[src/rtl/match_pkg.sv]
// match_pkg: shared FSM state encoding and default widths for match_event_counter
package match_pkg;
  typedef enum logic [1:0] {IDLE, COUNTING, ALERT} state_t;
  localparam int DEF_COUNT_W = 8;
  localparam int DEF_GAP_W = 8;
endpackage

[src/rtl/gap_timer.sv]
// gap_timer: saturating match-gap timer (clk, reset, clear, tick, hit -> last_gap, gap_valid); timer==0 means no match seen yet
module gap_timer #(
  parameter int GAP_W = 8
) (
  input  logic             clk,
  input  logic             reset,
  input  logic             clear,
  input  logic             tick,
  input  logic             hit,
  output logic [GAP_W-1:0] last_gap,
  output logic             gap_valid
);
  logic [GAP_W-1:0] timer;
  always_ff @(posedge clk or posedge reset)
    if (reset) begin
      timer <= '0;
      last_gap <= '0;
      gap_valid <= 1'b0;
    end else if (clear) begin
      timer <= '0;
      last_gap <= '0;
      gap_valid <= 1'b0;
    end else if (hit) begin
      if (timer != '0) begin
        last_gap <= timer;
        gap_valid <= 1'b1;
      end
      timer <= GAP_W'(1);
    end else if (tick && timer != '0 && !(&timer)) begin
      timer <= timer + GAP_W'(1);
    end
endmodule

[src/rtl/match_event_counter.sv]
// match_event_counter: counts detector match pulses (y_in, en, clear, thresh -> count, last_gap, gap_valid, alert, irq, overflow)
module match_event_counter
  import match_pkg::*;
#(
  parameter int COUNT_W = DEF_COUNT_W,
  parameter int GAP_W = DEF_GAP_W
) (
  input  logic               clk,
  input  logic               reset,
  input  logic               y_in,
  input  logic               en,
  input  logic               clear,
  input  logic [COUNT_W-1:0] thresh,
  output logic [COUNT_W-1:0] count,
  output logic [GAP_W-1:0]   last_gap,
  output logic               gap_valid,
  output logic               alert,
  output logic               irq,
  output logic               overflow
);
  state_t state, state_nxt;
  logic active, hit, sat, fire;
  logic [COUNT_W-1:0] next_count;
  assign active = state != IDLE;
  assign hit = active & en & y_in & ~clear;
  assign sat = &count;
  assign next_count = sat ? count : count + COUNT_W'(1);
  // an already-raised alert (e.g. after an en drop) must not pulse irq again
  assign fire = hit & ~alert & (thresh != '0) & (next_count >= thresh);
  always_comb begin
    state_nxt = state;
    state_nxt = clear ? (en ? COUNTING : IDLE) :
                !en ? IDLE :
                state == IDLE ? COUNTING :
                (fire || state == ALERT) ? ALERT : COUNTING;
  end
  always_ff @(posedge clk or posedge reset)
    if (reset) begin
      state <= IDLE;
      count <= '0;
      alert <= 1'b0;
      irq <= 1'b0;
      overflow <= 1'b0;
    end else begin
      state <= state_nxt;
      if (clear) begin
        count <= '0;
        alert <= 1'b0;
        irq <= 1'b0;
        overflow <= 1'b0;
      end else begin
        irq <= fire;
        if (hit) count <= next_count;
        if (hit && sat) overflow <= 1'b1;
        if (fire) alert <= 1'b1;
      end
    end
  gap_timer #(.GAP_W(GAP_W)) u_gap (
    .clk(clk),
    .reset(reset),
    .clear(clear),
    .tick(active & en),
    .hit(hit),
    .last_gap(last_gap),
    .gap_valid(gap_valid)
  );
endmodule

[config.mk]
export PLATFORM = sky130hd
export DESIGN_NAME = match_event_counter
export DESIGN_NICKNAME = d
export VERILOG_FILES = /design/src/rtl/match_pkg.sv /design/src/rtl/gap_timer.sv /design/src/rtl/match_event_counter.sv
export SDC_FILE = /design/constraint.sdc
export NUM_CORES = 1
export LEC_CHECK = 0
export CORE_AREA = 2 2 62 64
export CTS_CLUSTER_SIZE = 10
export DETAILED_ROUTE_END_ITERATION = 8
export DIE_AREA = 0 0 64 66
export PLACE_DENSITY = 0.86
export SLEW_MARGIN = 20
export SYNTH_ARGS = -nofsm -noshare
export SYNTH_HDL_FRONTEND = slang
export SYNTH_SLANG_ARGS = --single-unit
[constraint.sdc]
create_clock -name clk -period 3.2 [get_ports clk]
set_input_delay 0.48 -clock clk [delete_from_list [all_inputs] [get_ports clk]]
set_output_delay 0.48 -clock clk [all_outputs]
set_load 0.02 [all_outputs]
==> results.sh <==
export IMPL_synth_commonest_cells="dfrtp_1 (30), nor2_1 (17), inv_1 (15), nand3_1 (13), ha_1 (11)"
export IMPL_p_comb_share_pct=10.3
export IMPL_cts_buffers=5
export IMPL_reg2reg_slack_ns=0.36
export IMPL_p_int_uw=569
export IMPL_hp_class="reg -> reg"
export IMPL_synth_top_area_cell="dfrtp_1"
export IMPL_ys_flop_type="dfrtp_1"
export IMPL_fmax_mhz=352
export IMPL_yosys_warnings=0
export IMPL_holdBufCountCts=0
export IMPL_dr_total_vias=1399
export IMPL_r2r_start="count[0]"
export IMPL_h_tree_depth=2
export IMPL_rr_worst_depth=10
export IMPL_antenna_found_initial=0
export IMPL_rows=22
export IMPL_grt_pass1_vias=1369
export IMPL_diodes=0
export IMPL_async_flop_share_pct=100
export IMPL_cp_max_fo=10
export IMPL_synth_mux_area_share_pct=1.88
export IMPL_drtAntennaViolNets=0
export IMPL_grt_start_max_net_pins=31
export IMPL_critPathCaptureType="register"
export IMPL_critical_path_arrival_ns=3.06
export IMPL_start_util_pct=48.7
export IMPL_p_sw_uw=178
export IMPL_portBuffers=32
export IMPL_mappedNetlistArea_um2=1730
export IMPL_switching_share_pct=23.8
export IMPL_fin_ws_ns=0.363
export IMPL_synth_xor_area_share_pct=6.07
export IMPL_place_congestion=0.814
export IMPL_start_kind="register"
export IMPL_clockBufferDepth=2
export IMPL_maxCapViolations=0
export IMPL_finalMaxSlewViolations=0
export IMPL_dp_hpwl_um=2690
export IMPL_grtUsageTotal_pct=19.4
export IMPL_yosys_area_share_simple_pct=17.3
export IMPL_outcome="complete, no violations"
export IMPL_finalHoldViolCount=0
export IMPL_period_share_pct=88.7
export IMPL_drt_iter0_markers=120
export IMPL_synth_area_leaders="dfrtp_1 (43%), ha_1 (8.0%), a22o_1 (4.6%)"
export IMPL_cts_tree="yes"
export IMPL_powerDensity_nw_per_um2=340
export IMPL_holdPathStages=1
export IMPL_min_from="u_gap.last_gap[2]"
export IMPL_vias_per_cell=5.40
export IMPL_cts_num_sinks=30
export IMPL_met3_usage_pct=3.07
export IMPL_setup_tns_ns=0
export IMPL_post_cts_setup_buffers=0
export IMPL_clock_latency_ns=0.33
export IMPL_critPathLaunch="count[0]"
export IMPL_ys_ff_latch=30
export IMPL_grtUsageMet2_pct=30.7
export IMPL_core_area_um2=3550
export IMPL_drc_errors=0
export IMPL_fillers=277
export IMPL_skew_ns=0.00495
export IMPL_power_leakage_nw=1.02
export IMPL_vdd_drop_max_uv=213
export IMPL_synth_compound_area_share_pct=18.8
export IMPL_grt_busiest_layer="met2"
export IMPL_synth_edff_count=0
export IMPL_io_pin_count=33
export IMPL_setup_viol=0
export IMPL_synth_fa_ha_area_share_pct=7.95
export IMPL_final_nets=234
export IMPL_yosys_area_top_type_share_pct=43.4
export IMPL_chipWidth_um=64
export IMPL_cts_root_buf="clkbuf_4"
export IMPL_rsz0062_at_grt="false"
export IMPL_clk_pin_slew_worst_paths_ns=0.09
export IMPL_ys_seq_area_share_pct=43.4
export IMPL_synth_distinct_cells=37
export IMPL_crit_required_ns=3.43
export IMPL_dieArea_um2=4220
export IMPL_use_met1_pct=26.5
export IMPL_p_clk_share_pct=37.9
export IMPL_synth_nets=198
export IMPL_routed_wl_um=3630
export IMPL_cts_resized=0
export IMPL_critPathKind="reg -> reg"
export IMPL_grt_ovfl_total=0
export IMPL_tightest_slew_ns=0.767
export IMPL_min_period_ns=2.84
export IMPL_area_growth_pct=26.8
export IMPL_pre_cts_ws_ns=0.267
export IMPL_final_layout_size_suffix_gt1_share_pct=9.48
export IMPL_yosysMostFrequentCell="dfrtp_1"
export IMPL_p_seq_share_pct=51.9
export IMPL_whs_endpoint="u_gap.last_gap[2]"
export IMPL_wire_per_inst_um=14.0
export IMPL_grt_pass1_wl_um=6330
export IMPL_fp_dieH_um=66
export IMPL_worstReg2RegEnd="state[1]"
export IMPL_drtPass1Iterations=4
export IMPL_fin_total_pwr_uw=747
export IMPL_slew_headroom_pct=48.4
export IMPL_synthCells=174
export IMPL_synth_top_family_by_area="compound AO/OA/AOI/OAI gates"
export IMPL_syn_area_per_cell_um2=9.94
## worst max-delay path, cell delays in order, from the launching register on
cell       delay (ns)
dfrtp_1          0.45
ha_1             0.26
and3_1           0.29
nand3_2          0.23
xnor2_1          0.19
ha_1             0.26
nand2b_1         0.14
a2111oi_0        0.39
o211a_1          0.21
a211oi_1         0.07
o211a_1          0.24
## routing by layer
metal  share of wire (%)  vias up  routed length [µm]
met5                   0        -                   0
met4                 1.6        0                  57
met3                 5.0        7                 181
met2                  46       47                1660
met1                  48      650                1730
li1                    -      695                   -
## cell usage in the layout (no fill, tap or decap), types with 2 or more instances in the layout
cell             instances
nand3_1                 12
mux2_2                   2
and3_1                   4
nor3_1                   2
o211a_1                  3
buf_4                    3
a22o_1                   9
a21o_1                   3
xor2_1                   3
a311oi_1                 2
nor4_1                   5
nor2_1                  17
clkbuf_8                 3
inv_1                   15
dfrtp_1                 30
o21a_1                   6
a21oi_1                  7
o21ai_0                  4
clkbuf_4                 5
and2_1                   2
ha_1                    11
nand2_1                  6
xnor2_1                  9
clkdlybuf4s50_1         32
## per-stage QoR
stage / std cells / instance area [µm²] / hold slack [ns] / utilization (%)
2_1_floorplan: 174 / 1730 / 0.483 / -
3_3_place_gp: 251 / 2110 / 0.475 / 59.4
3_5_place_dp: 251 / 2110 / 0.474 / 59.4
4_1_cts: 259 / 2190 / 0.509 / 61.6
5_1_grt: 259 / 2190 / 0.530 / 61.8
6_report: 259 / 2190 / 0.504 / 61.8
## registers in the layout, summed over array words and instances, names as in the netlist
signal and cells:
count 8, irq 1, state 2, alert 1, u_gap.timer 8, u_gap.last_gap 8
overflow 1, u_gap.gap_valid 1
## logic make-up after synthesis
| kind of cell | Yosys count |
|---|---|
| and+or+nand+nor | 57 |
| AOI/OAI and AO/OA | 40 |
| DFF | 30 |
| buffers and inverters | 21 |
| xor gates and xnor gates | 12 |
| adders and majority gates | 11 |
| muxes | 3 |
## worst max-delay path by stage
stage	endpoint	slack [ns]	depth (start not counted)
3_3_place_gp	state[1]	0.39	10
4_1_cts	state[1]	0.25	10
3_5_place_dp	state[1]	0.27	10
5_1_grt	state[1]	0.04	10
2_1_floorplan	state[1]	0.33	11
6_report	state[1]	0.36	10
## cell type report
| class | instances | area [µm²] | area share, % |
|---|---|---|---|
| repair buffers | 35 | 343 | 15.6 |
| clock buffers | 8 | 78.8 | 3.59 |
| inverters | 15 | 56.3 | 2.57 |
| multi-input cells | 123 | 905 | 41.2 |
| flip-flops and latches | 30 | 751 | 34.2 |
| well taps | 48 | 60.1 | 2.74 |
## power by group through the flow
stage / sequential, mW / combinational (mW) / clock, mW
floorplan: 0.395 / 0.0435 / 0
global placement: 0.394 / 0.0750 / 0
detailed placement: 0.395 / 0.0771 / 0
CTS: 0.387 / 0.0772 / 0.285
global route: 0.388 / 0.0857 / 0.303
finish: 0.387 / 0.0767 / 0.283
(Power assumes the default switching activity.)
